**config.mk**
```make
export PLATFORM = sky130hd
export DESIGN_NAME = cpu_ctrl_fsm
export DESIGN_NICKNAME = d
export VERILOG_FILES = /design/src/rtl/cpu_ctrl_fsm_pkg.sv /design/src/rtl/cpu_opclass_dec.sv /design/src/rtl/cpu_ctrl_fsm.sv
export SDC_FILE = /design/constraint.sdc
export NUM_CORES = 1
export LEC_CHECK = 0
export ABC_AREA = 1
export BUFFER_PORTS_ARGS = -buffer_cell sky130_fd_sc_hd__buf_2
export CORE_AREA = 2 2 92 94
export DETAILED_ROUTE_END_ITERATION = 8
export DIE_AREA = 0 0 94 96
export PLACE_DENSITY = 0.68
export REMOVE_ABC_BUFFERS = 1
export SYNTH_ARGS = -nofsm -noshare
export SYNTH_HDL_FRONTEND = slang
export SYNTH_SLANG_ARGS = --single-unit
```
**constraint.sdc**
```tcl
create_clock -name clk -period 1.6 [get_ports clk]
set_input_delay 0.08 -clock clk [delete_from_list [all_inputs] [get_ports clk]]
set_output_delay 0.08 -clock clk [all_outputs]
set_load 0.01 [all_outputs]
```
**src/rtl/cpu_ctrl_fsm_pkg.sv**
```systemverilog
// Shared control constants for the multi-cycle CPU controller.
// CTRL_ILLEGAL_TRAP_EN adds the TRAP state for unknown opcodes.
package cpu_ctrl_fsm_pkg;

  localparam logic [2:0] S_IDLE   = 3'd0;
  localparam logic [2:0] S_FETCH  = 3'd1;
  localparam logic [2:0] S_DECODE = 3'd2;
  localparam logic [2:0] S_EXEC   = 3'd3;
  localparam logic [2:0] S_MEM    = 3'd4;
  localparam logic [2:0] S_WB     = 3'd5;
`ifdef CTRL_ILLEGAL_TRAP_EN
  localparam logic [2:0] S_TRAP   = 3'd6;
`endif

  localparam logic [6:0] OP_R      = 7'b0110011;
  localparam logic [6:0] OP_I      = 7'b0010011;
  localparam logic [6:0] OP_LOAD   = 7'b0000011;
  localparam logic [6:0] OP_STORE  = 7'b0100011;
  localparam logic [6:0] OP_BRANCH = 7'b1100011;
  localparam logic [6:0] OP_LUI    = 7'b0110111;
  localparam logic [6:0] OP_JAL    = 7'b1101111;

  localparam logic [1:0] ALU_ADD = 2'b00;
  localparam logic [1:0] ALU_SUB = 2'b01;
  localparam logic [1:0] ALU_FN  = 2'b10;

  localparam logic [1:0] WB_ALU = 2'b00;
  localparam logic [1:0] WB_MEM = 2'b01;
  localparam logic [1:0] WB_PC4 = 2'b10;

  typedef struct packed {
    logic r;
    logic i;
    logic load;
    logic store;
    logic branch;
    logic lui;
    logic jal;
  } opclass_t;

endpackage

```
**src/rtl/cpu_opclass_dec.sv**
```systemverilog
// Combinational opcode classifier: 7-bit opcode in, one-hot class out.
// All-zero output marks an unclassified opcode.
module cpu_opclass_dec
  import cpu_ctrl_fsm_pkg::*;
(
  input  logic [6:0] opcode,
  output opclass_t   cls
);

  always_comb begin
    cls = '0;
    case (opcode)
      OP_R:      cls.r      = 1'b1;
      OP_I:      cls.i      = 1'b1;
      OP_LOAD:   cls.load   = 1'b1;
      OP_STORE:  cls.store  = 1'b1;
      OP_BRANCH: cls.branch = 1'b1;
      OP_LUI:    cls.lui    = 1'b1;
      OP_JAL:    cls.jal    = 1'b1;
      default:   cls        = '0;
    endcase
  end

endmodule

```
**src/rtl/cpu_ctrl_fsm.sv**
```systemverilog
// Multi-cycle fetch/decode/exec/mem/wb controller with retire counter.
// Define CTRL_ILLEGAL_TRAP_EN to trap unknown opcodes instead of NOPing.
module cpu_ctrl_fsm
  import cpu_ctrl_fsm_pkg::*;
#(
  parameter int IW = 32,
  parameter int CW = 32
) (
  input  logic          clk,
  input  logic          rst,
  input  logic          run_i,
  input  logic [IW-1:0] instr_i,
  input  logic          mem_ready_i,
  input  logic          zero_i,
  output logic          ir_write_o,
  output logic          pc_inc_o,
  output logic          pc_branch_o,
  output logic          mem_read_o,
  output logic          mem_write_o,
  output logic          addr_sel_o,
  output logic          alu_src_b_o,
  output logic [1:0]    alu_op_o,
  output logic [1:0]    wb_sel_o,
  output logic          regwrite_o,
  output logic [2:0]    state_o,
  output logic          illegal_o,
  output logic [CW-1:0] retired_o
);

  logic [2:0]    state_q;
  logic [2:0]    state_d;
  logic [2:0]    done_st;
  logic [6:0]    opc_q;
  logic [4:0]    rd_q;
  logic [CW-1:0] ret_q;
  logic          retire;
  opclass_t      cls;
  logic          unused_instr;

  assign unused_instr = ^instr_i[IW-1:12];

  cpu_opclass_dec u_dec (
    .opcode (opc_q),
    .cls    (cls)
  );

  // Retire point decides whether to keep fetching or park.
  assign done_st   = run_i ? S_FETCH : S_IDLE;
  assign state_o   = state_q;
  assign retired_o = ret_q;

  always_ff @(posedge clk or posedge rst) begin
    if (rst) begin
      state_q <= S_IDLE;
      opc_q   <= '0;
      rd_q    <= '0;
      ret_q   <= '0;
    end else begin
      state_q <= state_d;
      if (ir_write_o) begin
        opc_q <= instr_i[6:0];
        rd_q  <= instr_i[11:7];
      end
      if (retire) ret_q <= ret_q + CW'(1);
    end
  end

  always_comb begin
    state_d     = state_q;
    retire      = 1'b0;
    ir_write_o  = 1'b0;
    pc_inc_o    = 1'b0;
    pc_branch_o = 1'b0;
    mem_read_o  = 1'b0;
    mem_write_o = 1'b0;
    addr_sel_o  = 1'b0;
    alu_src_b_o = 1'b0;
    alu_op_o    = ALU_ADD;
    wb_sel_o    = WB_ALU;
    regwrite_o  = 1'b0;
    case (state_q)
      S_IDLE: begin
        if (run_i) state_d = S_FETCH;
      end
      S_FETCH: begin
        mem_read_o = 1'b1;
        if (mem_ready_i) begin
          ir_write_o = 1'b1;
          pc_inc_o   = 1'b1;
          state_d    = S_DECODE;
        end
      end
      S_DECODE: begin
        if (cls != '0) begin
          state_d = S_EXEC;
        end else begin
`ifdef CTRL_ILLEGAL_TRAP_EN
          state_d = S_TRAP;
`else
          retire  = 1'b1;
          state_d = done_st;
`endif
        end
      end
      S_EXEC: begin
        if (cls.r || cls.i)  alu_op_o = ALU_FN;
        else if (cls.branch) alu_op_o = ALU_SUB;
        alu_src_b_o = cls.i | cls.load | cls.store | cls.lui;
        unique case (1'b1)
          cls.r, cls.i, cls.lui: state_d = S_WB;
          cls.load, cls.store:   state_d = S_MEM;
          cls.branch: begin
            pc_branch_o = zero_i;
            retire      = 1'b1;
            state_d     = done_st;
          end
          cls.jal: begin
            pc_branch_o = 1'b1;
            state_d     = S_WB;
          end
          default: state_d = S_IDLE;
        endcase
      end
      S_MEM: begin
        addr_sel_o  = 1'b1;
        mem_read_o  = cls.load;
        mem_write_o = cls.store & ~cls.load;
        if (mem_ready_i) begin
          if (cls.load) begin
            state_d = S_WB;
          end else begin
            retire  = 1'b1;
            state_d = done_st;
          end
        end
      end
      S_WB: begin
        regwrite_o = (rd_q != 5'd0);
        if (cls.load)     wb_sel_o = WB_MEM;
        else if (cls.jal) wb_sel_o = WB_PC4;
        retire  = 1'b1;
        state_d = done_st;
      end
`ifdef CTRL_ILLEGAL_TRAP_EN
      S_TRAP: state_d = S_TRAP;
`endif
      default: state_d = S_IDLE;
    endcase
  end

`ifdef CTRL_ILLEGAL_TRAP_EN
  assign illegal_o = (state_q == S_TRAP);
`else
  assign illegal_o = 1'b0;
`endif

endmodule

```
# --- Yosys cells after proc, flatten, opt, wreduce, memory -nomap -nowiden ---
# Cells that the tools add are included.
totals:
  register_bits: 47
  output_inout_bits: 48
  word_cells: 67
op_classes:
  n_addsub: 1
  n_eq_ne: 15
  mux: 35
  n_bitwise: 5
  reduce_logical: 7
op_table:
  columns: ["operator", "count"]
  rows:
  - ["adder 32 x 1 -> 32 bit, second input constant", 1]
  - ["equality test 7 x 6 -> 1 bit, second input constant", 3]
  - ["2-to-1 mux 1 bit", 20]
  - ["case mux 3 bit (6 select lines)", 1]
  - ["equality test 7 bit, second input constant", 2]
  - ["2-to-1 mux 2 bit", 6]
  - ["2-to-1 mux 3 bit", 4]
  - ["case mux 3 bit (3 select lines)", 1]
  - ["equality test 7 x 2 -> 1 bit, second input constant", 1]
  - ["equality test 7 x 5 -> 1 bit, second input constant", 1]
  - ["nonzero test 7 bit", 1]
  - ["equality test 3 x 2 -> 1 bit, second input constant", 2]
  - ["equality test 3 bit, second input constant", 2]
  - ["inequality test 2 bit, second input constant", 3]
  - ["nonzero test 5 bit", 1]
  - ["case mux 1 bit (2 select lines)", 2]
  - ["case mux 1 bit (4 select lines)", 1]
  - ["OR reduction 4 bit", 1]
  - ["equality test 3 x 1 -> 1 bit, second input constant", 1]
  - ["logical NOT 3 bit", 1]
  - ["OR 1 bit", 3]
  - ["AND reduction 3 bit", 1]
  - ["OR reduction 2 bit", 1]
  - ["AND 1 bit", 1]
  - ["2 further kinds", 2]

# --- Logic depth before layout (Yosys ltp) ---
# Gate-level depths: netlist of the first run.
logic_depth:
  word_depth: 6
  mapped_depth: 11

# --- Modules after synthesis ---
# Synthesis of the first run repeated with hierarchy kept, for this count alone.
hier_totals:
  hier_cells: 484
  hier_area_um2: 3154.3
modules_own_cells:
  columns: ["module", "instances", "cells_per_inst", "area_per_inst_um2", "seq_area_each_um2"]
  rows:
  - ["cpu_ctrl_fsm", 1, 459, 3041.7, 1176.1]
  - ["cpu_opclass_dec", 1, 25, 112.6, 0.0]

# --- Worst setup path after synthesis of the first run ---
# Ideal clock, no wire load.
synth_timing:
  path_kind: "flip-flop to flip-flop"
  startpoint: "register ret_q[0], in the netlist retired_o[0]"
  endpoint: "register ret_q[28], in the netlist retired_o[28]"
  setup_ns: 0.117
  t_arrival_ns: 1.514
  required_time_ns: 1.483
  slack_ns: -0.030
  stages_incl_launch_ff: 11
  synth_period_minus_slack_ns: 1.630
  cell_sequence: "dfrtp_1 ha_1 inv_1 nor2_1 inv_1 nor2_1 nand2_1 nand2_1 nand2_1 nand2_1 nand2_1"
synth_between:
  elab_chain_len: 1
synth_lines:
  columns: ["item", "line_no", "rtl"]
  rows:
  - ["from (decl)", "cpu_ctrl_fsm.sv:35", "logic [CW-1:0] ret_q;"]
  - ["from (signal assigned)", "cpu_ctrl_fsm.sv:64", "if (retire) ret_q <= ret_q + CW'(1);"]
  - ["adder 32 x 1 -> 32 bit", "cpu_ctrl_fsm.sv:64", null]
# No other way between the ends.
# A chain may end at the register's enable or synchronous reset.

# --- Final worst setup path of the first run ---
layout_timing:
  startpoint: "register opc_q[2]"
  endpoint: "output port alu_src_b_o"
layout_between:
  elab_chain_len: 6
layout_lines:
  columns: ["item", "line_no", "rtl"]
  rows:
  - ["from (decl)", "cpu_ctrl_fsm.sv:33", "logic [6:0] opc_q;"]
  - ["from (signal assigned)", "cpu_ctrl_fsm.sv:61", "opc_q <= instr_i[6:0];"]
  - ["equality test 7 x 5 -> 1 bit / equality test 7 x 2 -> 1 bit (equally long branches)", "cpu_opclass_dec.sv:12", "case (opcode)"]
  - ["2-to-1 mux 1 bit", "cpu_opclass_dec.sv:12", null]
  - ["OR 1 bit (2 in series)", "cpu_ctrl_fsm.sv:108", "alu_src_b_o = cls.i | cls.load | cls.store | cls.lui;"]
  - ["OR 1 bit (*)", "cpu_ctrl_fsm.sv:108", null]
  - ["2-to-1 mux 1 bit (*)", "cpu_ctrl_fsm.sv:81", "case (state_q)"]
  - ["to (decl)", "cpu_ctrl_fsm.sv:21", "output logic alu_src_b_o,"]
# Mark *: on every way between the ends. The rest lies on a longest branch, timed or not.

==> out/qor.csv, run 1 <==
stage,metric,value,unit
timing,fin_crit_sh,104,%
detailed_routing,vias,3300,
synth,ys_ff_latch,47,
global_route,grt_pass1_vias,3044,
setup_path,critPathLaunchType,flip-flop,
clock_tree,cts_num_sinks,47,
timing,fmax,599,MHz
detailed_routing,wl,8490,um
synth,syn-instance-count,469,
finish,final_util,50.8,%
clock_tree,max-clock-path-buffers,2,
timing,hold_viol,0,
power,p_leak,2.25,nW
timing,grt_setup_unrepaired,yes,
min_path,hp-class,in -> reg,
finish,final_common_cell,nand2_1,
setup_path,cp_slowest_cell,dfrtp_1,
setup_path,cp.required,1520,ps
synth,synth_cell_types,31,
finish,layout.cells.most_common_list,"183 x nand2_1, 64 x buf_2, 49 x nor2_1, 48 x nand3_1, 46 x dfrtp_1",
setup_path,reg2regPathDepth,10,
die,dieHeight,96,um
clock_tree,cts_tree,done,
global_route,antenna_found_initial,0,
detailed_routing,drc,0,
setup_path,critPathMaxStageDelay,410,ps
synth,ys_seq_area_share,37.6,%
finish,fin_nets,614,
min_path,whs_endpoint,opc_q[3]$_DFFE_PP0P_,
global_route,grt_pass1_wl,13900,um
global_route,track_usage,19.1,%
timing,final.min_clock_period,1670,ps
clock_tree,clk_pin_slew,90,ps
clock_tree,cts_max_level,2,
setup_path,path_delay_family,flip-flops,
setup_path,path_depth,8,
setup_path,critPathArrivalTime,1590,ps
power,max-vdd-ir-drop,616,uV
finish,syn2layout_area_growth,30.7,%
timing,slew_viol_final,0,
die,io_pins,85,
detailed_routing,drtIter0Drc,164,
detailed_routing,dr.pass1.iters,4,
setup_path,worstPathCellList,inv_2 > nand2_4 > nor2_4 > nand2_2 > a21oi_2 > o21ai_1 > inv_1 > buf_2,
global_route,grt_max_degree,33,
detailed_routing,viasPerCell,4.84,
global_route,gr-total-overflow,0,
setup_path,worstReg2RegStart,state_o[1]$_DFFE_PP0P_,
place,gp_congestion,0.910,
die,die_area,9020,sq um
die,core_area,8050,sq um
run,drv_cap,0,
finish,drive_gt1_share,26.0,%
place,place_hpwl,6210,um
setup_path,path_max_fanout,5,
setup_path,cp-end-kind,output port,
die,die_x,94,um
setup_path,critPathKind,reg -> out,
min_path,hp-start,instr_i[3],
synth,synth.avg_cell_area,6.68,sq um
finish,antennaDiodeCount,0,
timing,fin_ws,-68.1,ps
die,row_count,33,
place,io_buffer_count,63,
clock_tree,cts-root-buf,clkbuf_8,
detailed_routing,wl_per_cell,12.4,um
synth,syn_area,3130,sq um
clock_tree,worstSkewPairLatency,300,ps
status,violations,negative setup slack,
timing,holdWs,11.4,ps
status,status,finished with violations,
timing,setup-violations-final,23,
setup_path,timing.rr.end,retired_o[4]$_DFFE_PP0P_,
synth,yosysWarnings,0,
clock_tree,cts_buffers,5,
setup_path,cp.buffers_inverters,3,
die,initial_utilization,38.9,%
power,p_per_area,959,nW/um^2
timing,skew,8.27,ps
min_path,whs_path_depth,3,
setup_path,ff2ff_setup_slack,-20,ps
finish,nFillCells,823,
detailed_routing,postRouteAntennaNets,0,
==> tightest hold or removal path: stages <==
cell     delay, ps
buf_2           80
nand2_1         60
o21ai_0         70
==> final cells by class <==
cell class                 count  area, sq um  share of cell area [%]
clock buffer                   6         72.6                    1.77
clock inverter                 2         12.5                   0.306
inverter                      44          165                    4.03
multi-input combinational    365         1760                    43.1
sequential                    47         1180                    28.8
tap                          105          131                    3.21
timing repair buffer         113          771                    18.8
==> metal layers <==
metal,global-route usage [%],wire [um],vias up,share of wire (%)
li1,-,-,1677,-
met1,23.4,3700,1521,44
met3,3.60,411,14,4.8
met2,34.6,4240,88,50
met4,5.07,138,0,1.6
met5,0,0,-,0
==> registers in the layout (all words and copies together) (netlist names) <==
| name | count |
|---|---|
| rd_q | 5 |
| retired_o | 32 |
| state_o | 3 |
| opc_q | 7 |
==> per-stage QoR <==
stage	cell area, sq um	worst slack, ps	std cells	TNS, ps	power (W)
3_3_place_gp	3740	60.6	653	0	0.00293
4_1_cts	3980	-10.3	675	-11.9	0.00376
2_1_floorplan	3040	-380	456	-10190	0.00241
6_report	4090	-68.1	682	-343	0.00393
3_5_place_dp	3740	31.3	653	0	0.00296
5_1_grt	4090	-159	682	-4430	0.00424
==> cell usage after synthesis <==
cell | instances | share of area (%)
nand3b_1 | 9 | 2.2
o21ai_2 | 3 | 0.84
nand2_2 | 4 | 0.80
o22ai_1 | 1 | 0.20
buf_4 | 5 | 1.2
nand3_2 | 1 | 0.32
buf_6 | 3 | 1.1
nor2_4 | 4 | 1.4
xor2_1 | 12 | 3.4
xnor2_1 | 3 | 0.84
a21boi_0 | 1 | 0.24
ha_1 | 1 | 0.40
nor3_1 | 8 | 1.3
nand2_1 | 187 | 22
or2_1 | 1 | 0.20
inv_1 | 39 | 4.7
nand2_4 | 1 | 0.36
conb_1 | 1 | 0.12
a21oi_1 | 4 | 0.64
o21a_1 | 1 | 0.24
nand4_1 | 4 | 0.80
clkbuf_1 | 1 | 0.12
nand3_1 | 49 | 7.8
nor2_1 | 55 | 6.6
o21bai_1 | 1 | 0.24
nor3_2 | 3 | 0.96
dfrtp_1 | 47 | 38
inv_2 | 5 | 0.60
o41ai_1 | 1 | 0.28
buf_2 | 4 | 0.64
o21ai_0 | 10 | 1.6
==> how the worst max path moves through the flow <==
| stage | startpoint | to | slack (ps) |
|---|---|---|---|
| finish | opc_q[2]$_DFFE_PP0P_ | alu_src_b_o | -70 |
| global route | opc_q[2]$_DFFE_PP0P_ | alu_src_b_o | -160 |
| CTS | opc_q[4]$_DFFE_PP0P_ | pc_branch_o | -10 |
| detailed placement | opc_q[4]$_DFFE_PP0P_ | retired_o[4]$_DFFE_PP0P_ | 30 |
| global placement | retired_o[1]$_DFFE_PP0P_ | retired_o[28]$_DFFE_PP0P_ | 60 |
| floorplan | state_o[0]$_DFFE_PP0P_ | opc_q[0]$_DFFE_PP0P_ | -380 |
==> timing repair <==
action                                  4_1_cts  5_1_grt
hold buffers                                 12        0
pin swaps                                     0       11
endpoints found under the setup margin        7       42
endpoints found under the hold margin        26        0
buffers inserted                              3        7
resized for setup                             7       25
gates cloned                                  0        1
==> cells by family after synthesis <==
family	synth area share (%)
simple gates	45.1
buf+inv	8.31
flops	37.6
compound gates	4.28
xor+xnor	4.20
fa+ha+maj	0.399
other cells	0.120
==> power by group <==
group / switching (W) / internal [W]
Sequential: 0.000194 / 0.00140
Combinational: 0.000940 / 0.000656
Clock: 0.000429 / 0.000307
Total: 0.00156 / 0.00236
No activity file was read; power rests on OpenSTA's default activity.
==> run 2, diff against run 1 <==
--- a/config.mk
+++ b/config.mk
@@ -12,6 +12,7 @@
 export DIE_AREA = 0 0 94 96
 export PLACE_DENSITY = 0.68
 export REMOVE_ABC_BUFFERS = 1
+export SETUP_SLACK_MARGIN = 0.3
 export SYNTH_ARGS = -nofsm -noshare
 export SYNTH_HDL_FRONTEND = slang
 export SYNTH_SLANG_ARGS = --single-unit
==> run 2 against run 1 <==
  * The run still ends with negative setup slack left
  * Design area is 5.6% higher
  * Critical path depth stayed put
  * Fmax is 1.0% higher
  * Sequential power hardly changed
  * Total power is 11% higher
  * Global-route usage is 0.92 points higher
  * Largest power group is now combinational cells
==> out/qor.csv, run 2 (synthesis gave the netlist of run 1 again) <==
stage,metric,value,unit
status,status,finished with violations,
status,violations,negative setup slack,
global_route,grt_pass1_wl,14400,um
finish,drive_gt1_share,31.6,%
detailed_routing,wl,8750,um
detailed_routing,postRouteAntennaNets,0,
power,p_per_area,1010,nW/um^2
place,place_hpwl,6210,um
timing,holdWs,6.82,ps
power,clockPowerShare,17.0,%
timing,setup-violations-final,4,
die,io_pins,85,
min_path,hp-start,instr_i[3],
clock_tree,clk_pin_slew,90,ps
power,p_switching,0.00173,W
finish,fin_nets,626,
clock_tree,cts_max_level,2,
setup_path,path_max_fanout,5,
global_route,antenna_found_initial,0,
global_route,gr-total-overflow,0,
setup_path,critPathArrivalTime,1570,ps
timing,slew_viol_final,0,
global_route,grt_max_degree,33,
finish,final_common_cell,nand2_1,
power,pwr-share-seq,37.3,%
timing,fin_crit_sh,103,%
clock_tree,worstSkewPairLatency,310,ps
finish,layout.cells.most_common_list,"176 x nand2_1, 62 x buf_2, 47 x nand3_1, 43 x nor2_1, 43 x dfrtp_1",
setup_path,critPathKind,reg -> out,
detailed_routing,viasPerCell,4.87,
timing,skew,8.20,ps
finish,nFillCells,767,
timing,final.min_clock_period,1650,ps
power,p_total,0.00437,W
setup_path,cp-end-kind,output port,
die,die_area,9020,sq um
setup_path,critPathLaunchType,flip-flop,
finish,syn2layout_area_growth,38.0,%
detailed_routing,dr.pass1.iters,4,
global_route,track_usage,20.1,%
detailed_routing,drtIter0Drc,173,
power,combPwrFrac,45.8,%
run,drv_cap,0,
timing,hold_viol,0,
clock_tree,cts_num_sinks,47,
power,swShare,39.6,%
detailed_routing,vias,3379,
timing,fin_ws,-51.6,ps
power,max-vdd-ir-drop,661,uV
setup_path,crit_start,opc_q[2]$_DFFE_PP0P_,
finish,fin_area,4320,sq um
die,dieHeight,96,um
detailed_routing,wl_per_cell,12.6,um
min_path,hp-class,in -> reg,
die,initial_utilization,38.9,%
setup_path,ff2ff_setup_slack,0,ps
timing,setup_tns,-98.4,ps
setup_path,worstReg2RegStart,opc_q[2]$_DFFE_PP0P_,
die,core_area,8050,sq um
finish,largest_register_ffs,32,
place,gp_congestion,0.910,
global_route,grt_pass1_vias,3218,
power,p_leak,2.35,nW
clock_tree,cts_buffers,5,
clock_tree,cts-root-buf,clkbuf_8,
place,io_buffer_count,63,
die,row_count,33,
timing,grt_setup_unrepaired,yes,
power,p_int,0.00264,W
finish,antennaDiodeCount,0,
detailed_routing,drc,0,
clock_tree,cts_tree,done,
place,dpl-instance-area,3740,sq um
clock_tree,max-clock-path-buffers,2,
timing,fmax,605,MHz
die,die_x,94,um
setup_path,cp.required,1520,ps
run 2: path summary, 6_finish.rpt:
kind	endpoint	cells after the start
setup / recovery	alu_src_b_o	8
hold / removal	opc_q[3]$_DFFE_PP0P_	3
setup reg to reg	retired_o[4]$_DFFE_PP0P_	11
hold reg to reg	opc_q[0]$_DFFE_PP0P_	2
max in group asynchronous	retired_o[0]$_DFFE_PP0P_	4
min in group asynchronous	rd_q[1]$_DFFE_PP0P_	3
run 2: timing repair:
item | in CTS | in global routing
resized for setup | 37 | 39
pin swaps | 7 | 10
setup endpoints to repair | 51 | 59
setup buffers | 15 | 5
hold buffers | 12 | 0
cloned | 0 | 1
endpoints found under the hold margin | 26 | 0
run 2: power groups by stage:
stage / registers (W) / logic, W / clock network (W)
4_1_cts: 0.00159 / 0.00172 / 0.000759
5_1_grt: 0.00166 / 0.00219 / 0.000816
2_1_floorplan: 0.00162 / 0.000787 / 0
3_3_place_gp: 0.00160 / 0.00133 / 0
3_5_place_dp: 0.00161 / 0.00135 / 0
6_report: 0.00163 / 0.00200 / 0.000741
run 2: per-layer routing:
| layer | part of all wire [%] | up-vias | wire, um | track usage, % |
|---|---|---|---|---|
| met4 | 1.4 | 0 | 119 | 5.19 |
| li1 | - | 1702 | - | - |
| met3 | 4.7 | 12 | 410 | 3.52 |
| met5 | 0 | - | 0 | 0 |
| met1 | 43 | 1570 | 3750 | 23.7 |
| met2 | 51 | 95 | 4470 | 37.6 |
run 2: cell type report:
class / count / area (sq um) / share of cell area [%]
clock buffers: 6 / 72.6 / 1.68
inverters: 44 / 173 / 3.99
flip-flops and latches: 47 / 1180 / 27.3
repair buffers: 125 / 907 / 21.0
multi-input cells: 365 / 1850 / 42.7
clock inverters: 2 / 12.5 / 0.289
well taps: 105 / 131 / 3.04
run 2: stage by stage:
step / setup WS, ps / util [%] / cells
2_1_floorplan: -380 / - / 456
3_3_place_gp: 60.6 / 46.4 / 653
3_5_place_dp: 31.3 / 46.4 / 653
4_1_cts: 4.52 / 51.7 / 688
5_1_grt: -108 / 53.7 / 694
6_report: -51.6 / 53.7 / 694
run 2: critical path, cell delays in order (launching register included):
cell and delay [ps]:
dfrtp_1 400, inv_2 100, nand2_4 60, nor2_4 170
nand2_2 120, a21oi_2 120, o21ai_1 90, inv_1 80
buf_2 130
==> run 3, diff against run 2 <==
==> constraint.sdc (replaced) <==
create_clock -name clk -period 1.6 [get_ports clk]
set_input_delay 0.16 -clock clk [delete_from_list [all_inputs] [get_ports clk]]
set_output_delay 0.16 -clock clk [all_outputs]
set_load 0.01 [all_outputs]
==> run 3 against run 2 <==
  * The flow still finishes with violations (negative setup slack)
  * Core utilization increased by 3.2 points
  * Worst setup slack got worse by 50 ps
  * Design area increased by 6.0%
  * Critical endpoint is now wb_sel_o[1]
  * Non-clock buffer count unchanged
  * Fmax decreased by 3.0%
  * Worst hold slack improved by 60 ps
  * First-iteration DRC count increased by 17%
==> out/qor.csv, run 3 (synthesis gave the netlist of run 1 again) <==
stage,metric,value,unit
status,status,finished with violations,
status,violations,negative setup slack,
timing,grt_setup_unrepaired,yes,
power,p_leak,2.48,nW
die,die_x,94,um
power,clockPowerShare,15.3,%
timing,fin_ws,-102,ps
global_route,grt_pass1_vias,3220,
finish,fin_area,4580,sq um
die,die_area,9020,sq um
place,io_buffer_count,63,
power,pwr-share-seq,34.7,%
setup_path,critPathLaunchType,flip-flop,
run,drv_cap,0,
global_route,grt_pass1_wl,14300,um
detailed_routing,viasPerCell,4.95,
die,core_area,8050,sq um
timing,slew_viol_final,0,
timing,fmax,588,MHz
finish,fin_nets,626,
place,place_inst,653,
global_route,track_usage,19.9,%
finish,layout.cells.most_common_list,"154 x nand2_1, 61 x buf_2, 43 x dfrtp_1, 42 x nor2_1, 38 x buf_4",
setup_path,cp.required,1440,ps
detailed_routing,dr.pass1.iters,5,
die,row_count,33,
global_route,grt_max_degree,33,
timing,skew,13.0,ps
timing,setup-violations-final,41,
power,p_switching,0.00189,W
finish,final_common_cell,nand2_1,
clock_tree,cts_tree,done,
power,p_int,0.00278,W
detailed_routing,vias,3432,
finish,final_cells,694,
global_route,antenna_found_initial,0,
power,p_per_area,1020,nW/um^2
power,swShare,40.5,%
setup_path,cp-end-kind,output port,
finish,nFillCells,752,
die,dieHeight,96,um
finish,largest_register_ffs,32,
clock_tree,cts_buffers,5,
clock_tree,max-clock-path-buffers,2,
global_route,gr-total-overflow,0,
place,dpl-instance-area,3750,sq um
clock_tree,cts_max_level,2,
detailed_routing,drtIter0Drc,202,
clock_tree,cts-root-buf,clkbuf_8,
detailed_routing,wl,9470,um
detailed_routing,wl_per_cell,13.6,um
place,gp_congestion,0.882,
timing,final.min_clock_period,1700,ps
clock_tree,worstSkewPairLatency,300,ps
timing,fin_crit_sh,106,%
finish,antennaDiodeCount,0,
setup_path,path_max_fanout,5,
finish,drive_gt1_share,39.4,%
place,place_hpwl,6210,um
power,max-vdd-ir-drop,732,uV
clock_tree,cts_num_sinks,47,
detailed_routing,postRouteAntennaNets,0,
detailed_routing,drc,0,
setup_path,critPathKind,reg -> out,
timing,holdWs,66.9,ps
die,initial_utilization,38.9,%
min_path,hp-class,in -> reg,
setup_path,critPathArrivalTime,1540,ps
die,io_pins,85,
power,combPwrFrac,50.0,%
timing,hold_viol,0,
clock_tree,clk_pin_slew,90,ps
finish,syn2layout_area_growth,46.3,%
## run 3: area by class of cell
class | instances | area, sq um | share of cell area (%)
sequential | 47 | 1180 | 25.8
inverter | 44 | 170 | 3.71
timing repair buffer | 125 | 1030 | 22.4
tap | 105 | 131 | 2.87
multi-input combinational | 365 | 1990 | 43.4
clock inverter | 3 | 15.0 | 0.328
clock buffer | 5 | 68.8 | 1.50
## run 3: worst max-delay path, cell delays in order, from the launching register on
cell and delay, ps:
dfrtp_2 460, or2_4 280, nor2_4 110, buf_6 120, inv_2 30, nor2_1 90, buf_2 140
## run 3: metrics by stage
| step | setup slack [ps] | util, % | TNS (ps) | total power [W] |
|---|---|---|---|---|
| after floorplan | -380 | - | -10240 | 0.00241 |
| after global placement | 18.9 | 46.6 | 0 | 0.00294 |
| after detailed placement | 22.6 | 46.6 | 0 | 0.00298 |
| after CTS | -57.1 | 51.2 | -718 | 0.00405 |
| after global routing | -175 | 56.9 | -5730 | 0.00495 |
| final | -102 | 56.9 | -2260 | 0.00467 |
## run 3: layer usage
| layer | up-vias | GRT usage [%] | wire length [um] |
|---|---|---|---|
| li1 | 1714 | - | - |
| met1 | 1590 | 23.8 | 3820 |
| met2 | 112 | 35.9 | 4980 |
| met3 | 16 | 3.05 | 525 |
| met4 | 0 | 7.73 | 154 |
| met5 | - | 0 | 0 |
## run 3: worst paths after layout
path	start	to	slack (ps)	depth (start not counted)
max reg2reg	opc_q[4]$_DFFE_PP0P_	retired_o[19]$_DFFE_PP0P_	-70	11
min	instr_i[10]	rd_q[3]$_DFFE_PP0P_	70	3
min reg2reg	opc_q[1]$_DFFE_PP0P_	opc_q[1]$_DFFE_PP0P_	510	2
min in group asynchronous	rst	opc_q[3]$_DFFE_PP0P_	380	3
max in group asynchronous	rst	retired_o[19]$_DFFE_PP0P_	700	4
max	state_o[1]$_DFFE_PP0P_	wb_sel_o[1]	-100	6
## run 3: repair_timing
| item | CTS | global route |
|---|---|---|
| endpoints found under the setup margin | 59 | 59 |
| cloned | 2 | 4 |
| gates resized for setup | 39 | 79 |
| hold buffers | 1 | 0 |
| buffers inserted | 14 | 12 |
| pin swaps | 9 | 43 |
| hold endpoints to repair | 15 | 0 |
## run 3: power by group through the flow
stage / Combinational [W] / Sequential, W / Clock, W
after floorplan: 0.000787 / 0.00162 / 0
after global placement: 0.00134 / 0.00160 / 0
after detailed placement: 0.00137 / 0.00161 / 0
after CTS: 0.00171 / 0.00159 / 0.000750
after global routing: 0.00252 / 0.00164 / 0.000789
final: 0.00234 / 0.00162 / 0.000715
